[src/rtl/stage_sequencer_if.sv]
// Stage-sequencer bus: run/halt control, decode class bits and the
// memory-ready handshake going in; stage enables, status and debug state
// coming out. clk and reset are kept outside as plain ports.
//
// Handshake: mem_ready is a level from data memory, meaningful only while the
// sequencer is in MEMORY or MEM_WAIT (mem_en=1). A cycle with mem_en=1 and
// mem_ready=1 completes the access on that rising edge. mem_ready is ignored
// in every other state.
interface stage_sequencer_if #(
   parameter int COUNT_W = 32
);
   // Requests and decode information into the sequencer
   logic               run;
   logic               halt_req;
   logic               mem_read;
   logic               mem_write;
   logic               branch;
   logic               uncond_branch;
   logic               mem_ready;

   // Stage enables, status and debug out of the sequencer
   logic               fetch_en;
   logic               decode_en;
   logic               exec_en;
   logic               mem_en;
   logic               wb_en;
   logic               pc_update;
   logic               busy;
   logic               halted;
   logic               error;
   logic [COUNT_W-1:0] instr_count;
   logic [3:0]         state;

   // Sequencer side
   modport master (
      input  run, halt_req, mem_read, mem_write, branch, uncond_branch,
             mem_ready,
      output fetch_en, decode_en, exec_en, mem_en, wb_en, pc_update,
             busy, halted, error, instr_count, state
   );

   // Datapath / control side
   modport slave (
      output run, halt_req, mem_read, mem_write, branch, uncond_branch,
             mem_ready,
      input  fetch_en, decode_en, exec_en, mem_en, wb_en, pc_update,
             busy, halted, error, instr_count, state
   );
endinterface

[src/rtl/stage_sequencer.sv]
// Multi-cycle LEGv8 stage sequencer. Walks each instruction through
// FETCH, DECODE, EXECUTE and, depending on the decoded class, MEMORY
// and/or WRITEBACK, with run/halt control, a memory timeout into a sticky
// ERROR state and a retired-instruction counter.
//
// Stage enables and status flags are registered from the next state so they
// line up with the registered state. pc_update is the exception: it marks
// the final cycle of an instruction, which in the memory phase depends on
// mem_ready in that same cycle, so it is decoded combinationally.
module stage_sequencer #(
   parameter int COUNT_W     = 32,
   parameter int MEM_TIMEOUT = 16
) (
   input logic               clk,
   input logic               reset,
   stage_sequencer_if.master bus
);

   typedef enum logic [3:0] {
      S_IDLE      = 4'd0,
      S_FETCH     = 4'd1,
      S_DECODE    = 4'd2,
      S_EXECUTE   = 4'd3,
      S_MEMORY    = 4'd4,
      S_MEM_WAIT  = 4'd5,
      S_WRITEBACK = 4'd6,
      S_HALTED    = 4'd7,
      S_ERROR     = 4'd8
   } state_t;

   // Wait counter only has to reach MEM_TIMEOUT-1
   localparam int WAIT_W = (MEM_TIMEOUT > 1) ? $clog2(MEM_TIMEOUT) : 1;

   state_t             state_q, state_d;
   logic               is_mem_q;
   logic               no_wb_q;
   logic               halt_pend_q;
   logic [WAIT_W-1:0]  wait_q;
   logic [COUNT_W-1:0] count_q;

   logic               fetch_en_q, decode_en_q, exec_en_q, mem_en_q, wb_en_q;
   logic               busy_q, halted_q, error_q;

   logic               instr_end;
   logic               timeout_hit;
   logic               in_mem;
   logic               in_busy;

   assign in_mem      = (state_q == S_MEMORY) || (state_q == S_MEM_WAIT);
   assign in_busy     = (state_q == S_FETCH)   || (state_q == S_DECODE) ||
                        (state_q == S_EXECUTE) || in_mem ||
                        (state_q == S_WRITEBACK);
   assign timeout_hit = (wait_q == WAIT_W'(MEM_TIMEOUT - 1));

   // Next-state selection and end-of-instruction detection
   always_comb begin
      state_d   = state_q;
      instr_end = 1'b0;
      case (state_q)
         S_IDLE:      if (bus.run) state_d = S_FETCH;
         S_FETCH:     state_d = S_DECODE;
         S_DECODE:    state_d = S_EXECUTE;
         S_EXECUTE: begin
            if (is_mem_q)      state_d = S_MEMORY;
            else if (!no_wb_q) state_d = S_WRITEBACK;
            else               instr_end = 1'b1;
         end
         S_MEMORY, S_MEM_WAIT: begin
            if (bus.mem_ready) begin
               if (!no_wb_q) state_d = S_WRITEBACK;
               else          instr_end = 1'b1;
            end else if (timeout_hit) begin
               state_d = S_ERROR;
            end else begin
               state_d = S_MEM_WAIT;
            end
         end
         S_WRITEBACK: instr_end = 1'b1;
         S_HALTED:    if (bus.run) state_d = S_FETCH;
         S_ERROR:     state_d = S_ERROR;
         default:     state_d = S_IDLE;
      endcase
      // Instruction boundary: stop here if a halt is pending or requested now
      if (instr_end) begin
         state_d = (halt_pend_q || bus.halt_req) ? S_HALTED : S_FETCH;
      end
   end

   // State, class bits, halt flag, wait counter, retire counter and
   // registered stage outputs
   always_ff @(posedge clk) begin
      if (reset) begin
         state_q     <= S_IDLE;
         is_mem_q    <= 1'b0;
         no_wb_q     <= 1'b0;
         halt_pend_q <= 1'b0;
         wait_q      <= '0;
         count_q     <= '0;
         fetch_en_q  <= 1'b0;
         decode_en_q <= 1'b0;
         exec_en_q   <= 1'b0;
         mem_en_q    <= 1'b0;
         wb_en_q     <= 1'b0;
         busy_q      <= 1'b0;
         halted_q    <= 1'b0;
         error_q     <= 1'b0;
      end else begin
         state_q <= state_d;

         if (state_q == S_DECODE) begin
            is_mem_q <= bus.mem_read | bus.mem_write;
            no_wb_q  <= bus.mem_write | bus.branch | bus.uncond_branch;
         end

         // A halt request arriving together with run in HALTED is carried
         // into the instruction that run starts.
         if (state_d == S_HALTED) begin
            halt_pend_q <= 1'b0;
         end else if (bus.halt_req &&
                      (in_busy || (state_q == S_HALTED && bus.run))) begin
            halt_pend_q <= 1'b1;
         end

         if (state_q == S_EXECUTE) begin
            wait_q <= '0;
         end else if (in_mem && !bus.mem_ready && !timeout_hit) begin
            wait_q <= wait_q + WAIT_W'(1);
         end

         if (instr_end) begin
            count_q <= count_q + COUNT_W'(1);
         end

         fetch_en_q  <= (state_d == S_FETCH);
         decode_en_q <= (state_d == S_DECODE);
         exec_en_q   <= (state_d == S_EXECUTE);
         mem_en_q    <= (state_d == S_MEMORY) || (state_d == S_MEM_WAIT);
         wb_en_q     <= (state_d == S_WRITEBACK);
         busy_q      <= (state_d == S_FETCH)   || (state_d == S_DECODE)   ||
                        (state_d == S_EXECUTE) || (state_d == S_MEMORY)   ||
                        (state_d == S_MEM_WAIT)|| (state_d == S_WRITEBACK);
         halted_q    <= (state_d == S_HALTED);
         error_q     <= (state_d == S_ERROR);
      end
   end

   // A reset in the final cycle abandons the instruction, so no PC load
   assign bus.pc_update   = instr_end & ~reset;
   assign bus.fetch_en    = fetch_en_q;
   assign bus.decode_en   = decode_en_q;
   assign bus.exec_en     = exec_en_q;
   assign bus.mem_en      = mem_en_q;
   assign bus.wb_en       = wb_en_q;
   assign bus.busy        = busy_q;
   assign bus.halted      = halted_q;
   assign bus.error       = error_q;
   assign bus.instr_count = count_q;
   assign bus.state       = state_q;

endmodule

[src/flat_wrapper.sv]
// flat-port wrapper written by rule: the top's interface ports become plain ports
module stage_sequencer_flat 
#(
   parameter int COUNT_W     = 32,
   parameter int MEM_TIMEOUT = 16
)
  (clk, reset, bus_run, bus_halt_req, bus_mem_read, bus_mem_write, bus_branch, bus_uncond_branch, bus_mem_ready, bus_fetch_en, bus_decode_en, bus_exec_en, bus_mem_en, bus_wb_en, bus_pc_update, bus_busy, bus_halted, bus_error, bus_instr_count, bus_state);
  stage_sequencer_if #(.COUNT_W(COUNT_W)) bus_i ();
  input logic clk;
  input logic reset;
  input wire logic [$bits(bus_i.run)-1:0] bus_run;
  input wire logic [$bits(bus_i.halt_req)-1:0] bus_halt_req;
  input wire logic [$bits(bus_i.mem_read)-1:0] bus_mem_read;
  input wire logic [$bits(bus_i.mem_write)-1:0] bus_mem_write;
  input wire logic [$bits(bus_i.branch)-1:0] bus_branch;
  input wire logic [$bits(bus_i.uncond_branch)-1:0] bus_uncond_branch;
  input wire logic [$bits(bus_i.mem_ready)-1:0] bus_mem_ready;
  output wire logic [$bits(bus_i.fetch_en)-1:0] bus_fetch_en;
  output wire logic [$bits(bus_i.decode_en)-1:0] bus_decode_en;
  output wire logic [$bits(bus_i.exec_en)-1:0] bus_exec_en;
  output wire logic [$bits(bus_i.mem_en)-1:0] bus_mem_en;
  output wire logic [$bits(bus_i.wb_en)-1:0] bus_wb_en;
  output wire logic [$bits(bus_i.pc_update)-1:0] bus_pc_update;
  output wire logic [$bits(bus_i.busy)-1:0] bus_busy;
  output wire logic [$bits(bus_i.halted)-1:0] bus_halted;
  output wire logic [$bits(bus_i.error)-1:0] bus_error;
  output wire logic [$bits(bus_i.instr_count)-1:0] bus_instr_count;
  output wire logic [$bits(bus_i.state)-1:0] bus_state;
  assign bus_i.run = bus_run;
  assign bus_i.halt_req = bus_halt_req;
  assign bus_i.mem_read = bus_mem_read;
  assign bus_i.mem_write = bus_mem_write;
  assign bus_i.branch = bus_branch;
  assign bus_i.uncond_branch = bus_uncond_branch;
  assign bus_i.mem_ready = bus_mem_ready;
  assign bus_fetch_en = bus_i.fetch_en;
  assign bus_decode_en = bus_i.decode_en;
  assign bus_exec_en = bus_i.exec_en;
  assign bus_mem_en = bus_i.mem_en;
  assign bus_wb_en = bus_i.wb_en;
  assign bus_pc_update = bus_i.pc_update;
  assign bus_busy = bus_i.busy;
  assign bus_halted = bus_i.halted;
  assign bus_error = bus_i.error;
  assign bus_instr_count = bus_i.instr_count;
  assign bus_state = bus_i.state;
  stage_sequencer #(.COUNT_W(COUNT_W), .MEM_TIMEOUT(MEM_TIMEOUT)) u_core (.clk(clk), .reset(reset), .bus(bus_i));
endmodule
[config.mk]
export PLATFORM = sky130hd
export DESIGN_NAME = stage_sequencer_flat
export DESIGN_NICKNAME = d
export VERILOG_FILES = /design/src/rtl/stage_sequencer_if.sv /design/src/rtl/stage_sequencer.sv /design/src/flat_wrapper.sv
export SDC_FILE = /design/constraint.sdc
export NUM_CORES = 1
export LEC_CHECK = 0
export ABC_AREA = 0
export BUFFER_PORTS_ARGS = -buffer_cell sky130_fd_sc_hd__buf_2
export CAP_MARGIN = 20
export CORE_MARGIN = 5
export CORE_UTILIZATION = 43
export CTS_BUF_LIST = sky130_fd_sc_hd__clkbuf_4
export CTS_CLUSTER_SIZE = 12
export DETAILED_ROUTE_END_ITERATION = 12
export PLACE_DENSITY = 0.66
export SETUP_SLACK_MARGIN = 0.02
export SLEW_MARGIN = 20
export SYNTH_ARGS = -nofsm -noshare
export SYNTH_HDL_FRONTEND = slang
export SYNTH_SLANG_ARGS = --single-unit
[constraint.sdc]
create_clock -name clk -period 2.75 [get_ports clk]
set_clock_uncertainty 0.2 [all_clocks]
set_input_delay 0.4125 -clock clk [delete_from_list [all_inputs] [get_ports clk]]
set_output_delay 0.4125 -clock clk [all_outputs]
set_load 0.1 [all_outputs]
==> results.md, run 1 <==
* Max-Cap Viols at 0
* Critical Path End Type: output pin
* Worst r2r src: u_core.bus.state[1]
* #FFs+latches synth at 51
* Synth async-reset ratio at 0
* CTS sink count at 51
* Share of cells above drive strength 1 at 0.253
* Row cnt at 27
* CP required at 2.14 ns
* H-tree lvl count at 2
* Post-synth EDFFs at 0
* Max IR drop VDD at 0.328 mV
* Via density at 5.20
* Routability cong. at 0.818
* Ys Warns at 0
* First-pass GRT wire length at 9.07 mm
* Pre-CTS setup slack at 0.226 ns
* Cts hold-fix bufs at 0
* WL per Instance at 12.7 um
* Synth Cell Area at 2410 um^2
* Least-Margin Pin Slew at 0.580 ns
* PnR worst setup slack at 0.179 ns
* Status: finished, final reports clean
* Number of I/O port buffers at 53
* Dpl cell area at 2740 um^2
* Critical path type: register to output pin
* Clock buffer depth at 2
* Initial Util at 0.440
* DRC Markers at 0
* Diode count at 0
* Crit-path max FO at 11
* Critical Path AT at 1.96 ns
* CP Launch Point: u_core.bus.state[1]
* Pwr Density at 560 nW/um^2
* Register area share after synthesis at 0.424
* Total gr overflow at 0
* Post-Synth Adder-Cell Area at 0.0104
* Largest net degree at the start of global routing at 39
* RSZ-0062 raised after global routing: false
* Vias in the first global route at 2026
* DP HPWL at 3.76 mm
* Die Area at 7200 um^2
* Multiplexer share of the synthesized area at 0.00415
* CTS clock-pin slew for the worst setup and hold paths at 0.16 ns
* Period utilization at 0.935
* Post-synthesis compound-gate area fraction at 0.105
* Worst-Skew Late Latency at 0.37 ns
* Synth cell types at 41
* Die Ht at 84.9 um
* DR vias at 2120
* Area growth syn-to-layout at 17.1%
* Top_reg_cell synth: dfxtp_1
* Post-CTS Setup Bufs at 0
* Lkg Pwr at 1.08 nW
* Initial antenna violation count at 0
* TritonCTS clock tree: built
* Post-Synth XOR/XNOR Area at 0.0872
* Final Slew Violations at 0
* Clk root buf: clkbuf_4
* Mapped Avg Cell Area at 8.43 um^2
* Setup TNS at 0 ns
* Final nets at 346
* Total power at 0.00158 W
* Die Wd at 84.9 um
* Synth Area in Simple Gates at 0.324
* CORE AREA at 5470 um^2
* Hold Crit Class: input port to register
* Mapped Nets at 297
* Inserted Clock Buffers at 5
* Setup violators final at 0
* Hold path start: reset
* Ports at 54
* Final Hold Vio Count at 0
* Total Routed Length at 5.20 mm
* Fmax at 389 MHz
* Iter 0 DRT Violations at 54
* Mapped Cells at 286
* Startpoint Class: register
* Crit path time final at 2.57 ns
* Initial DRT Pass Iterations at 4
* Antenna-violating nets left at 0
* Main combinational cell family by area after synthesis: simple AND/OR/NAND/NOR gates
* Rel. slew slack at 0.614
* GRT Overall Usage at 0.148
* Final Instance Area at 2820 um^2
## placed cells by master (no fill, tap or decap), drive strengths merged, types with 8 or more instances in the layout
master | Yosys | final
dfxtp | 51 | 51
inv | 9 | 10
nand4 | 8 | 8
or3 | 11 | 11
nor3 | 16 | 16
a21oi | 18 | 18
nor4 | 10 | 10
nand3 | 9 | 9
buf | 7 | 55
o21ai | 12 | 12
nor2 | 42 | 42
xnor2 | 22 | 22
nand2 | 21 | 21
## cell usage after synthesis, drive strengths merged, types with 3 or more instances
cell type | number | area share
dfxtp | 51 | 0.42
nor2 | 42 | 0.065
xnor2 | 22 | 0.080
nand2 | 21 | 0.033
a21oi | 18 | 0.037
nor3 | 16 | 0.033
o21ai | 12 | 0.025
or3 | 11 | 0.029
nor4 | 10 | 0.040
inv | 9 | 0.014
nand3 | 9 | 0.019
nand4 | 8 | 0.021
buf | 7 | 0.022
clkbuf | 6 | 0.0093
nor2b | 6 | 0.019
nand2b | 5 | 0.016
a211oi | 4 | 0.012
and2 | 4 | 0.010
a211o | 3 | 0.015
and3 | 3 | 0.0078
## cell families (layout without fill, tap and decap cells)
logic type	Yosys count	count (layout)
AOI/OAI and AO/OA	42	42
xor gates and xnor gates	24	24
adders and majority gates	2	2
buffers and inverters	22	72
DFF	51	51
muxes	1	1
and+or+nand+nor	144	144
## path summary, 6_finish.rpt
check / cells past startpoint / end / slack, ns
hold reg to reg: 2 / u_core.bus.instr_count[21] / 0.31
setup reg to reg: 6 / u_core.bus.instr_count[30] / 0.34
hold / removal: 2 / u_core.halt_pend_q / 0.11
setup / recovery: 5 / bus_pc_update / 0.18
## what timing repair did
action,CTS,global route
resized for setup,0,1
setup endpoints to repair,0,1
hold endpoints to repair,0,0
## flip-flops by register name, summed over array words and instances, names as in the netlist
signal / count
u_core.bus.decode_en: 1
u_core.bus.wb_en: 1
u_core.bus.error: 1
u_core.is_mem_q: 1
u_core.halt_pend_q: 1
u_core.bus.exec_en: 1
u_core.no_wb_q: 1
u_core.bus.mem_en: 1
u_core.wait_q: 4
u_core.bus.instr_count: 32
u_core.bus.busy: 1
u_core.bus.state: 4
u_core.bus.halted: 1
u_core.bus.fetch_en: 1
## final cells by class
type	count	area (um^2)
tap	72	90.1
clock buffer	5	37.5
multi-input combinational	213	1290
clock inverter	3	42.5
fill	560	2650
timing repair buffer	55	295
sequential	51	1040
inverter	9	33.8
## where the power goes
| part | internal, W | total [W] | switching [W] |
|---|---|---|---|
| combinational | 0.0000842 | 0.000344 | 0.000259 |
| clock | 0.000192 | 0.000432 | 0.000239 |
| sequential | 0.000771 | 0.000804 | 0.0000330 |
## stage by stage
step,instances,hold slack (ns),utilization
2_1_floorplan,286,0.269,-
3_3_place_gp,400,0.288,0.501
3_5_place_dp,400,0.293,0.501
4_1_cts,408,0.0992,0.516
5_1_grt,408,0.0917,0.516
6_report,408,0.110,0.516
## layer usage
metal / wire length [um] / up-vias / GRT usage
met4: 46 / 0 / 0.0374
met1: 2480 / 982 / 0.186
met3: 263 / 4 / 0.0388
met2: 2410 / 47 / 0.254
li1: - / 1087 / -
met5: 0 / - / 0
## critical path, cell delays in order, from the launching register on
cell	delay [ns]
dfxtp_2	0.42
nor2b_4	0.14
or3b_4	0.42
and2_1	0.27
nor2_4	0.16
buf_12	0.18
Note: power is estimated with default switching activity, not from simulation.
==> run 2: changes to the inputs <==
- CORE_ASPECT_RATIO: unset -> 1.2
- GPL_TIMING_DRIVEN: unset -> 0
==> results.md, run 2 (synthesized netlist as in run 1, its figures left out) <==
* Via density at 5.29 (+1.7%)
* Total gr overflow at 0 (unchanged)
* Final Slew Violations at 0 (unchanged)
* Worst Reg2Reg Path Length in Cells at 8 (+2)
* Fill count at 540 (-3.6%)
* Area growth syn-to-layout at 18.5%
* Critical path type: register to output pin
* Hold Crit Class: input port to register
* Startpoint Class: register
* Reg area at 1040 um^2 (unchanged)
* Cell-by-cell trace of the critical path: buf_2 -> nor4bb_1 -> o21ai_2 -> and2_1 -> nor2_4 -> buf_6
* Die Wd at 78.3 um (-7.7%)
* Inserted Clock Buffers at 5 (unchanged)
* CP Buf/Inv Count at 2 (+1)
* Pwr Density at 549 nW/um^2 (-1.8%)
* Worst-Skew Late Latency at 0.36 ns (about the same)
* Area of the multi-input gates at 1290 um^2 (+0.29%)
* DRC Markers at 0 (unchanged)
* Total Routed Length at 5.42 mm (+4.3%)
* Routability cong. at 0.865 (+5.7%)
* Max-Cap Viols at 0 (unchanged)
* DR vias at 2157 (+1.7%)
* Cts hold-fix bufs at 0 (unchanged)
* Crit-path max cell delay at 0.36 ns (-0.06 ns)
* Commonest non-fill, non-tap cell in the layout: buf_2
* Hold path start: bus_mem_read
* Setup violators final at 0 (unchanged)
* Crit path time final at 2.62 ns (+0.0486 ns)
* CP required at 2.14 ns (about the same)
* Reg2reg end: u_core.bus.instr_count[29]
* Initial Util at 0.449 (+0.00841)
* RSZ-0062 raised after global routing: false
* Die Ht at 92.0 um (+8.4%)
* Lkg Pwr at 1.10 nW (+2.4%)
* Worst hold slack at 0.127 ns (+0.0173 ns)
* Initial antenna violation count at 0 (unchanged)
* Fmax at 382 MHz (-1.9%)
* Most frequent cells in the layout: 55 x buf_2, 41 x nor2_1, 39 x dfxtp_1
* Die Area at 7210 um^2 (about the same)
* Period utilization at 0.953 (+0.0177)
* First-pass GRT wire length at 9.31 mm (+2.7%)
* Slowest CP cell: dfxtp_2
* Max FFs per register at 32 (unchanged)
* Post-cts sizing count at 2 (+2)
* Setup TNS at 0 ns (unchanged)
* Diode count at 0 (unchanged)
* Crit path max-delay family: simple AND/OR/NAND/NOR gates
* TritonCTS clock tree: built
* Least-Margin Pin Slew at 0.564 ns (-0.0156 ns)
* FF-to-FF setup slack at 0.37 ns (+0.03 ns)
* Hold depth at 3 (+1)
* Clock buffer depth at 2 (unchanged)
* Total power at 0.00157 W (-0.61%)
* Worst Hold End: u_core.is_mem_q
* Crit-path max FO at 10 (-1)
* Post-CTS Setup Bufs at 0 (unchanged)
* CTS sink count at 51 (unchanged)
* H-tree lvl count at 2 (unchanged)
* Rel. slew slack at 0.624 (+0.0104)
* Iter 0 DRT Violations at 100 (+85%)
* Largest net degree at the start of global routing at 16 (-59%)
* Row cnt at 29 (+7.4%)
* Number of I/O port buffers at 52 (-1.9%)
* Worst r2r src: u_core.bus.state[2]
* Pre-CTS setup slack at 0.183 ns (-0.0425 ns)
* WL per Instance at 13.3 um (+4.3%)
* Initial DRT Pass Iterations at 6 (+2)
* CTS clock-pin slew for the worst setup and hold paths at 0.14 ns (-0.02 ns)
* DP HPWL at 4.04 mm (+7.4%)
* PnR worst setup slack at 0.130 ns (-0.0486 ns)
* Ports at 54 (unchanged)
* CORE AREA at 5370 um^2 (-1.9%)
* Final nets at 356 (+2.9%)
* GRT Overall Usage at 0.158 (+0.00977)
* Status: finished, final reports clean
* Clk root buf: clkbuf_4
* Vias in the first global route at 2059 (+1.6%)
* Critical Path AT at 2.01 ns (+0.05 ns)
* Critical Path End Type: output pin
* Share of cells above drive strength 1 at 0.260 (+0.00714)
* Max IR drop VDD at 0.312 mV (-4.9%)
* Final Hold Vio Count at 0 (unchanged)
* Antenna-violating nets left at 0 (unchanged)
[run 2: cell count changes in the layout (fill, tap and decap cells not counted), sizes merged]
cell / before / now
clkbuf: 5 / 11
buf: 55 / 59
clkinv: 1 / 2
inv: 10 / 9
[run 2: report_power, final]
| group | leakage [nW] | internal (W) | switching, W | total, W |
|---|---|---|---|---|
| Combinational | 0.641 | 0.0000909 | 0.000275 | 0.000366 |
| Sequential | 0.418 | 0.000770 | 0.0000204 | 0.000791 |
| Clock | 0.0426 | 0.000187 | 0.000225 | 0.000412 |
| Total | 1.10 | 0.00105 | 0.000521 | 0.00157 |
[run 2: metal layers]
metal | GRT usage | up-vias | routed length (um)
li1 | - | 1105 | -
met1 | 0.183 | 985 | 2400
met2 | 0.282 | 65 | 2680
met3 | 0.0431 | 2 | 319
met4 | 0.0496 | 0 | 25
met5 | 0 | - | 0
[run 2: worst register-to-register path, cell delays in order, from the launching register on]
cell	delay [ns]
dfxtp_2	0.36
buf_2	0.17
nor4bb_1	0.34
o21ai_2	0.17
a211o_4	0.41
buf_6	0.16
nor4_4	0.25
xnor2_1	0.16
nor2_1	0.06
[run 2: worst max path at each step]
stage          cells after the start  slack, ns                  startpoint                         end
2_1_floorplan                      7       0.02  u_core.bus.instr_count[17]  u_core.bus.instr_count[31]
3_3_place_gp                       6       0.18               bus_mem_ready               bus_pc_update
3_5_place_dp                       6       0.18               bus_mem_ready               bus_pc_update
4_1_cts                            6       0.03         u_core.bus.state[2]               bus_pc_update
5_1_grt                            6      0.007         u_core.bus.state[2]               bus_pc_update
6_report                           6       0.13         u_core.bus.state[2]               bus_pc_update
[run 2: area by class of cell]
type / instances / share of cell area
plain buffers: 13 / 0.0267
well taps: 62 / 0.0272
multi-input cells: 213 / 0.452
inverters: 9 / 0.0118
repair buffers: 52 / 0.0933
flip-flops and latches: 51 / 0.363
clock buffers: 5 / 0.0131
clock inverters: 3 / 0.0136
[run 2: per-stage QoR]
step / area [um^2] / instances / utilization
detailed placement: 2770 / 400 / 0.516
CTS: 2850 / 408 / 0.531
global placement: 2770 / 400 / 0.516
floorplan: 2430 / 286 / -
global route: 2860 / 408 / 0.532
finish: 2860 / 408 / 0.532
